===== src/rtl/mem_access_unit_if.sv =====
// mem_access_unit_if: bundles the CPU-side request/response handshake and the
// word-wide data-memory port of the load/store unit.
//   req_*   : byte-addressed request (valid/ready), driven by the CPU side
//   resp_*  : one-cycle response pulse with load data / alignment error
//   mem_*   : word address, write data, read/write strobes, read data
// Modports:
//   master : CPU + memory environment (drives req_*, mem_outData)
//   slave  : the load/store unit itself
interface mem_access_unit_if #(
  parameter int ADDR_W = 8
);
  logic              req_valid;
  logic              req_ready;
  logic              req_write;
  logic [1:0]        req_size;
  logic              req_signed;
  logic [ADDR_W+1:0] req_addr;
  logic [31:0]       req_wdata;

  logic              resp_valid;
  logic [31:0]       resp_rdata;
  logic              resp_error;

  logic [ADDR_W-1:0] mem_address;
  logic [31:0]       mem_inData;
  logic              mem_memRead;
  logic              mem_memWrite;
  logic [31:0]       mem_outData;

  modport master (
    output req_valid, req_write, req_size, req_signed, req_addr, req_wdata,
    output mem_outData,
    input  req_ready, resp_valid, resp_rdata, resp_error,
    input  mem_address, mem_inData, mem_memRead, mem_memWrite
  );

  modport slave (
    input  req_valid, req_write, req_size, req_signed, req_addr, req_wdata,
    input  mem_outData,
    output req_ready, resp_valid, resp_rdata, resp_error,
    output mem_address, mem_inData, mem_memRead, mem_memWrite
  );
endinterface


===== src/rtl/mem_access_unit.sv =====
// mem_access_unit: load/store controller between the CPU memory stage and a
// 2^ADDR_W x 32-bit synchronous data memory.
//   clk   : rising-edge clock
//   rst_n : asynchronous active-low reset (aborts any transaction in flight)
//   bus   : mem_access_unit_if.slave
//             req_*  byte/half/word requests, accepted only in IDLE
//             resp_* one-cycle response (load data or alignment error)
//             mem_*  registered word address/data and read/write strobes
// Sub-word stores are read-modify-write (RD -> MERGE -> WR); loads read the
// word, then extract and extend the addressed lane(s) (RD -> CAP).
module mem_access_unit #(
  parameter int ADDR_W = 8
) (
  input  logic                 clk,
  input  logic                 rst_n,
  mem_access_unit_if.slave     bus
);

  typedef enum logic [2:0] {
    IDLE  = 3'd0,
    RD    = 3'd1,
    CAP   = 3'd2,
    MERGE = 3'd3,
    WR    = 3'd4,
    ERR   = 3'd5
  } state_t;

  state_t            state;

  // Request fields still needed after the accept edge.
  logic              write_reg;
  logic [1:0]        size_reg;
  logic              signed_reg;
  logic [1:0]        lane_reg;
  logic [15:0]       wdata_reg;

  // Registered outputs.
  logic              req_ready_reg;
  logic              resp_valid_reg;
  logic [31:0]       resp_rdata_reg;
  logic              resp_error_reg;
  logic [ADDR_W-1:0] mem_address_reg;
  logic [31:0]       mem_in_data_reg;
  logic              mem_read_reg;
  logic              mem_write_reg;

  assign bus.req_ready    = req_ready_reg;
  assign bus.resp_valid   = resp_valid_reg;
  assign bus.resp_rdata   = resp_rdata_reg;
  assign bus.resp_error   = resp_error_reg;
  assign bus.mem_address  = mem_address_reg;
  assign bus.mem_inData   = mem_in_data_reg;
  assign bus.mem_memRead  = mem_read_reg;
  assign bus.mem_memWrite = mem_write_reg;

  // Misaligned halfword/word or the reserved size code.
  logic req_bad;
  always_comb begin
    req_bad = 1'b0;
    unique case (bus.req_size)
      2'd0:    req_bad = 1'b0;
      2'd1:    req_bad = bus.req_addr[0];
      2'd2:    req_bad = (bus.req_addr[1:0] != 2'd0);
      default: req_bad = 1'b1;
    endcase
  end

  // Load extraction: pick the addressed lane(s) and extend.
  logic [7:0]  lane_byte;
  logic [15:0] lane_half;
  logic [31:0] load_value;
  always_comb begin
    lane_byte = 8'h00;
    unique case (lane_reg)
      2'd0: lane_byte = bus.mem_outData[7:0];
      2'd1: lane_byte = bus.mem_outData[15:8];
      2'd2: lane_byte = bus.mem_outData[23:16];
      2'd3: lane_byte = bus.mem_outData[31:24];
    endcase
    lane_half  = lane_reg[1] ? bus.mem_outData[31:16] : bus.mem_outData[15:0];
    load_value = bus.mem_outData;
    unique case (size_reg)
      2'd0:    load_value = {{24{signed_reg & lane_byte[7]}}, lane_byte};
      2'd1:    load_value = {{16{signed_reg & lane_half[15]}}, lane_half};
      default: load_value = bus.mem_outData;
    endcase
  end

  // Store merge: each byte lane either keeps the word read back from memory
  // or takes a byte of the store data. A halfword store feeds wdata[7:0] to
  // the even lane and wdata[15:8] to the odd lane of the selected half.
  logic [31:0] merged;
  genvar gi;
  generate
    for (gi = 0; gi < 4; gi++) begin : g_lane
      logic       hit;
      logic [7:0] src;
      assign hit = (size_reg == 2'd0) ? (lane_reg == 2'(gi))
                                      : (lane_reg[1] == ((gi >= 2) ? 1'b1 : 1'b0));
      assign src = (size_reg == 2'd0) ? wdata_reg[7:0] : wdata_reg[8*(gi%2) +: 8];
      assign merged[8*gi +: 8] = hit ? src : bus.mem_outData[8*gi +: 8];
    end
  endgenerate

  // Single-process FSM; every output is a register. Strobes are set on the
  // edge that enters RD/WR so they are high for exactly that state's cycle.
  always_ff @(posedge clk or negedge rst_n) begin
    if (!rst_n) begin
      state           <= IDLE;
      write_reg       <= 1'b0;
      size_reg        <= 2'd0;
      signed_reg      <= 1'b0;
      lane_reg        <= 2'd0;
      wdata_reg       <= 16'h0000;
      req_ready_reg   <= 1'b1;
      resp_valid_reg  <= 1'b0;
      resp_rdata_reg  <= 32'h0;
      resp_error_reg  <= 1'b0;
      mem_address_reg <= '0;
      mem_in_data_reg <= 32'h0;
      mem_read_reg    <= 1'b0;
      mem_write_reg   <= 1'b0;
    end else begin
      resp_valid_reg <= 1'b0;
      resp_error_reg <= 1'b0;
      mem_read_reg   <= 1'b0;
      mem_write_reg  <= 1'b0;

      unique case (state)
        IDLE: begin
          if (bus.req_valid) begin
            write_reg     <= bus.req_write;
            size_reg      <= bus.req_size;
            signed_reg    <= bus.req_signed;
            lane_reg      <= bus.req_addr[1:0];
            wdata_reg     <= bus.req_wdata[15:0];
            req_ready_reg <= 1'b0;
            if (req_bad) begin
              state <= ERR;
            end else if (bus.req_write && bus.req_size == 2'd2) begin
              state           <= WR;
              mem_address_reg <= bus.req_addr[ADDR_W+1:2];
              mem_in_data_reg <= bus.req_wdata;
              mem_write_reg   <= 1'b1;
            end else begin
              state           <= RD;
              mem_address_reg <= bus.req_addr[ADDR_W+1:2];
              mem_read_reg    <= 1'b1;
            end
          end
        end
        RD: begin
          // Read data appears during the next state's cycle.
          state <= write_reg ? MERGE : CAP;
        end
        CAP: begin
          state          <= IDLE;
          req_ready_reg  <= 1'b1;
          resp_valid_reg <= 1'b1;
          resp_rdata_reg <= load_value;
        end
        MERGE: begin
          state           <= WR;
          mem_in_data_reg <= merged;
          mem_write_reg   <= 1'b1;
        end
        WR: begin
          state          <= IDLE;
          req_ready_reg  <= 1'b1;
          resp_valid_reg <= 1'b1;
          resp_rdata_reg <= 32'h0;
        end
        ERR: begin
          state          <= IDLE;
          req_ready_reg  <= 1'b1;
          resp_valid_reg <= 1'b1;
          resp_error_reg <= 1'b1;
          resp_rdata_reg <= 32'h0;
        end
        default: begin
          state         <= IDLE;
          req_ready_reg <= 1'b1;
        end
      endcase
    end
  end

endmodule


===== src/flat_wrapper.sv =====
// flat-port wrapper written by rule: the top's interface ports become plain ports
module mem_access_unit_flat 
#(
  parameter int ADDR_W = 8
)
  (clk, rst_n, bus_req_valid, bus_req_write, bus_req_size, bus_req_signed, bus_req_addr, bus_req_wdata, bus_mem_outData, bus_req_ready, bus_resp_valid, bus_resp_rdata, bus_resp_error, bus_mem_address, bus_mem_inData, bus_mem_memRead, bus_mem_memWrite);
  mem_access_unit_if #(.ADDR_W(ADDR_W)) bus_i ();
  input  logic clk;
  input  logic rst_n;
  input wire logic [$bits(bus_i.req_valid)-1:0] bus_req_valid;
  input wire logic [$bits(bus_i.req_write)-1:0] bus_req_write;
  input wire logic [$bits(bus_i.req_size)-1:0] bus_req_size;
  input wire logic [$bits(bus_i.req_signed)-1:0] bus_req_signed;
  input wire logic [$bits(bus_i.req_addr)-1:0] bus_req_addr;
  input wire logic [$bits(bus_i.req_wdata)-1:0] bus_req_wdata;
  input wire logic [$bits(bus_i.mem_outData)-1:0] bus_mem_outData;
  output wire logic [$bits(bus_i.req_ready)-1:0] bus_req_ready;
  output wire logic [$bits(bus_i.resp_valid)-1:0] bus_resp_valid;
  output wire logic [$bits(bus_i.resp_rdata)-1:0] bus_resp_rdata;
  output wire logic [$bits(bus_i.resp_error)-1:0] bus_resp_error;
  output wire logic [$bits(bus_i.mem_address)-1:0] bus_mem_address;
  output wire logic [$bits(bus_i.mem_inData)-1:0] bus_mem_inData;
  output wire logic [$bits(bus_i.mem_memRead)-1:0] bus_mem_memRead;
  output wire logic [$bits(bus_i.mem_memWrite)-1:0] bus_mem_memWrite;
  assign bus_i.req_valid = bus_req_valid;
  assign bus_i.req_write = bus_req_write;
  assign bus_i.req_size = bus_req_size;
  assign bus_i.req_signed = bus_req_signed;
  assign bus_i.req_addr = bus_req_addr;
  assign bus_i.req_wdata = bus_req_wdata;
  assign bus_i.mem_outData = bus_mem_outData;
  assign bus_req_ready = bus_i.req_ready;
  assign bus_resp_valid = bus_i.resp_valid;
  assign bus_resp_rdata = bus_i.resp_rdata;
  assign bus_resp_error = bus_i.resp_error;
  assign bus_mem_address = bus_i.mem_address;
  assign bus_mem_inData = bus_i.mem_inData;
  assign bus_mem_memRead = bus_i.mem_memRead;
  assign bus_mem_memWrite = bus_i.mem_memWrite;
  mem_access_unit #(.ADDR_W(ADDR_W)) u_core (.clk(clk), .rst_n(rst_n), .bus(bus_i));
endmodule

===== config.mk =====
export PLATFORM = sky130hd
export DESIGN_NAME = mem_access_unit_flat
export DESIGN_NICKNAME = d
export VERILOG_FILES = /design/src/rtl/mem_access_unit_if.sv /design/src/rtl/mem_access_unit.sv /design/src/flat_wrapper.sv
export SDC_FILE = /design/constraint.sdc
export NUM_CORES = 1
export LEC_CHECK = 0
export BUFFER_PORTS_ARGS = -buffer_cell sky130_fd_sc_hd__buf_2
export CORE_MARGIN = 1
export CORE_UTILIZATION = 45
export CTS_BUF_LIST = sky130_fd_sc_hd__clkbuf_16
export DETAILED_ROUTE_END_ITERATION = 10
export GPL_TIMING_DRIVEN = 0
export PLACE_DENSITY = 0.79
export RECOVER_POWER = 50
export SLEW_MARGIN = 20
export SYNTH_ARGS = -nofsm -noshare
export SYNTH_HDL_FRONTEND = slang
export SYNTH_SLANG_ARGS = --single-unit

===== constraint.sdc =====
create_clock -name clk -period 5.65 [get_ports clk]
set_input_delay 0.8475 -clock clk [delete_from_list [all_inputs] [get_ports clk]]
set_output_delay 0.8475 -clock clk [all_outputs]
set_load 0.05 [all_outputs]

## Yosys cells after proc, flatten, opt, wreduce, memory -nomap -nowiden

Cells that the tools add are included.

- Bits in registers: 102
- Bits of input ports: 81
- Output and inout port bits: 77
- Logic and storage cells: 83

- Eq/ne operators: 14
- Multiplexer cells: 35
- Bitwise logic cells: 5
- Reduce and logical (&&, ||, !) cells: 15

Operators with widths:

| kind | number |
|---|---|
| $pmux W32 S2 | 3 |
| $mux W32 | 3 |
| $mux W8 | 5 |
| $pmux W8 S4 | 1 |
| $mux W16 | 1 |
| $mux W1 | 15 |
| $mux W3 | 3 |
| $pmux W3 S3 | 1 |
| $eq A2 B1 Y1 const B | 3 |
| $eq A2 B2 Y1 const B | 3 |
| $eq A3 B2 Y1 const B | 2 |
| $eq A3 B3 Y1 const B | 2 |
| $logic_not A2 Y1 | 3 |
| $reduce_bool A2 Y1 | 3 |
| $ne A2 B2 Y1 const B | 2 |
| $pmux W1 S2 | 2 |
| $reduce_and A2 Y1 | 2 |
| $reduce_and A4 Y1 | 1 |
| $reduce_or A2 Y1 | 2 |
| $eq A3 B1 Y1 const B | 1 |
| $logic_not A3 Y1 | 1 |
| $not A1 Y1 | 3 |
| $pmux W1 S3 | 1 |
| $reduce_and A3 Y1 | 1 |
| other kinds (4) | 5 |

## Logic depth before layout (Yosys ltp)

- Word-level depth: 6
- Depth in mapped cells: 7
- Mapped depth without buffers: 4

## Worst setup path before layout

Ideal clock, no wire load.

- Kind: input to register
- Start: input port bus_mem_outData[31]
- End: register u_core.resp_rdata_reg[22], in the netlist u_core.bus.resp_rdata[22]
- Setup time: 0.127 ns
- Arrival time: 2.020 ns
- Data required time: 5.523 ns
- Path slack: 3.504 ns
- Stages on the path: 4
- Buffers on the path: 1
- Cells stage by stage: mux4_2 -> o211a_4 -> buf_8 -> a221o_2

- Cells in the longest elaborated chain, start to end: 4
- Elaborated cells on any way between the ends: 6
- Those cells by class: 4 x mux; 2 x bitwise

Ends and longest elaborated chain:

| element | line | source |
|---|---|---|
| start, declared | flat_wrapper.sv:16 | `input wire logic [$bits(bus_i.mem_outData)-1:0] bus_mem_outData;` |
| $pmux W8 S4 / $mux W16 (equally long branches) | mem_access_unit.sv:74, mem_access_unit.sv:80 |  |
| $and A1 B1 Y1 (on tied branches) | mem_access_unit.sv:83, mem_access_unit.sv:84 |  |
| $pmux W32 S2 * | mem_access_unit.sv:82 | `unique case (size_reg)` |
| $pmux W32 S2 * | mem_access_unit.sv:129 | `unique case (state)` |
| end signal, assigned | mem_access_unit.sv:160 | `resp_rdata_reg <= load_value;` |
| end, declared | mem_access_unit.sv:40 | `logic [31:0] resp_rdata_reg;` |

Mark *: on every way between the ends. The rest lies on a longest branch, timed or not.
A chain may end at the register's enable or synchronous reset.

## Worst setup path after layout

- Start: input port bus_req_valid
- End: register u_core.mem_in_data_reg[18], in the netlist u_core.bus.mem_inData[18]

- Cells in the longest elaborated chain, start to end: 2

Ends and longest elaborated chain:

| element | line | source |
|---|---|---|
| start, declared | flat_wrapper.sv:10 | `input wire logic [$bits(bus_i.req_valid)-1:0] bus_req_valid;` |
| $ne A2 B2 Y1 (no line) | -- |  |
| $reduce_and A4 Y1 (no line) | -- |  |
| end signal, assigned | mem_access_unit.sv:143 | `mem_in_data_reg <= bus.req_wdata;` |
| end signal, assigned | mem_access_unit.sv:164 | `mem_in_data_reg <= merged;` |
| end, declared | mem_access_unit.sv:43 | `logic [31:0] mem_in_data_reg;` |

Every way passes these cells.

==> results.ini <==
[critical_path]
arrival_ns = 3.21
worstPathMaxFanout = 10
r2r_start = u_core.state[0]
r2r_end = u_core.bus.mem_inData[18]
required_ns = 5.85
worst_r2r_path_depth = 7
startpoint_type = primary input
crit_type = in -> reg
ff2ff_setup_slack_ns = 2.64
critPathCaptureType = flip-flop

[floorplanning]
die_height_um = 109
rows = 38
start_util = 0.466
ios = 158
fp.dieArea_mm2 = 0.0118
die_x_um = 109
fp.coreArea_mm2 = 0.0110

[place]
dp_hpwl_um = 12400
place_congestion = 0.923
dpl.cell_count = 738
place_area_mm2 = 0.00612
port_buffers = 157

[grt]
grt_first_pass_wirelength_um = 24600
grt_use_total = 0.282
grt_max_degree = 59
antenna_found_initial = 0
grt_overflow = 0
grt_pass1_vias = 4447

[final_layout]
multi_input_area_mm2 = 0.00227
layout-drive-gt1-share = 0.389
final_cell_mix = buf_2 (135), dfrtp_1 (101), clkbuf_1 (52), mux2_2 (34), o21ai_0 (33)
final_common_cell = buf_2
regArea_mm2 = 0.00255
fin_area_mm2 = 0.00632
final_cell_count_no_fill = 754
fillers = 987
antenna-diode-count = 0
fin_nets = 690
area_delta_synth_final_pct = 23.4

[clock_network]
cts_resized = 0
clockRootBuffer = clkbuf_16
hold_buffers = 0
cts.clk_slew.worst_paths_ns = 0.07
tritoncts.num_buffers = 9
h-tree-depth = 3
clk_latency_ns = 0.36
cts_tree = built
post_cts_buffers = 0
clockBufferDepth = 2
cts_num_sinks = 102

[sta]
worstMarginPinSlew_ns = 2.55
fin_worst_skew_ns = 0.00989
relSlewSlack = -0.700
rsz0062_at_grt = false
fmax_ghz = 0.332
post-route-min-period_ns = 3.01
maxSlewViolCount = 45
hold_ws_ns = 0.493
finalSetupViolCount = 0
period_share = 0.533
fin_tns_setup_ns = 0
final_hold_viol_count = 0

[worst_hold_path]
whs_path_depth = 2
hold_start = u_core.bus.resp_rdata[14]
worstHoldEndpoint = u_core.bus.resp_rdata[14]
hold_class = reg -> reg

[routing]
drc_errors = 0
vias_per_cell = 6.06
drtIter0Drc = 377
vias = 4568
wl_per_cell_um = 21.5
ant_nets = 0
wl_um = 16200
drt_pass1_iterations = 5

[power_and_ir_drop]
leakage_nw = 2.93
power_density_mw_per_mm2 = 680
ir_drop_mv = 0.365

[yosys]
synth.area.top_cells = dfrtp_1 (49%), mux2_2 (7.7%), mux2i_1 (3.9%)
synth-edff-count = 0
synth_mux_area_frac = 0.134
synthFlopType = dfrtp_1
synth-adder-area-share = 0
ys_async_sr_fraction = 1.00
ys_ff_latch = 102
synth_top_cell_by_area = dfrtp_1
ys_types = 51
syn_inst = 440
ys_warn_count = 0
synth-simple-area-share = 0.0699
synth_seq_area_share = 0.499
syn_area_per_cell_um2 = 11.6
synth_nets = 521
synth_top_family_by_area = compound AO/OA/AOI/OAI gates
synthXorXnorAreaFrac = 0
synth.top_cell.area_share = 0.494
netlist_area_mm2 = 0.00512
synth_compound_area_frac = 0.243

[outcome]
violations = max-capacitance violations, max-slew violations
outcome = finished with violations

[flow_run]
cap_viol_max_count = 2

==> area by class of cell <==
| class | count | area share |
|---|---|---|
| sequential | 102 | 0.404 |
| timing repair buffer | 158 | 0.122 |
| tap | 140 | 0.0277 |
| multi-input combinational | 276 | 0.359 |
| buffer | 40 | 0.0315 |
| clock buffer | 9 | 0.0356 |
| inverter | 22 | 0.0131 |
| clock inverter | 7 | 0.00693 |
==> per-layer routing <==
layer | GRT usage | vias up | part of all wire
met5 | 0 | - | 0
met4 | 0.122 | 0 | 0.024
met2 | 0.431 | 230 | 0.46
li1 | - | 2050 | -
met1 | 0.387 | 2259 | 0.43
met3 | 0.0616 | 29 | 0.081
==> how the worst max path moves through the flow <==
| stage | depth (start not counted) | from | endpoint |
|---|---|---|---|
| finish | 7 | bus_req_valid | u_core.bus.mem_inData[18] |
| global route | 7 | bus_req_valid | u_core.bus.mem_inData[18] |
| CTS | 7 | u_core.state[0] | u_core.bus.mem_inData[18] |
| floorplan | 4 | bus_mem_outData[31] | u_core.bus.resp_rdata[22] |
| global placement | 1 | rst_n | u_core.bus.mem_inData[19] |
| detailed placement | 7 | bus_req_valid | u_core.bus.mem_inData[18] |
==> critical path, stage by stage <==
cell and delay, ns:
clkbuf_1 0.09, nor4b_1 1.16, nand4_2 0.34, buf_2 0.32, buf_2 0.22, nand3_1 0.10
o221ai_1 0.13
==> logic make-up after synthesis <==
family,Yosys count
multiplexers,59
AO/OA/AOI/OAI,155
buffers and inverters,62
AND/OR/NAND/NOR,62
flip-flops,102
==> power by group <==
group	total, W	leakage (nW)	switching [W]	internal, W
clock	0.000573	0.132	0.000278	0.000296
combinational	0.00244	1.54	0.00165	0.000794
sequential	0.00128	1.25	0.000235	0.00105
==> synthesized netlist by cell type, types with 5 or more instances <==
| master | count |
|---|---|
| o211ai_1 | 8 |
| dfrtp_1 | 101 |
| a22oi_1 | 7 |
| mux2i_1 | 20 |
| clkbuf_1 | 18 |
| o21ai_0 | 33 |
| o221ai_1 | 17 |
| o221a_2 | 16 |
| a31oi_1 | 9 |
| nand2b_1 | 5 |
| o21a_1 | 8 |
| a211oi_1 | 6 |
| a221o_1 | 10 |
| nor3_1 | 7 |
| a221o_2 | 14 |
| nand3_1 | 19 |
| buf_2 | 12 |
| a31o_2 | 8 |
| inv_1 | 22 |
| mux2_2 | 35 |
| nand2_1 | 13 |
==> metrics by stage <==
stage	util	total power, W	setup slack (ns)
6_report	0.576	0.00430	2.64
5_1_grt	0.576	0.00452	2.35
4_1_cts	0.581	0.00433	3.43
3_5_place_dp	0.557	0.00375	3.12
3_3_place_gp	0.554	0.00370	2.73
2_1_floorplan	-	0.00310	3.50
(Power assumes the default switching activity.)
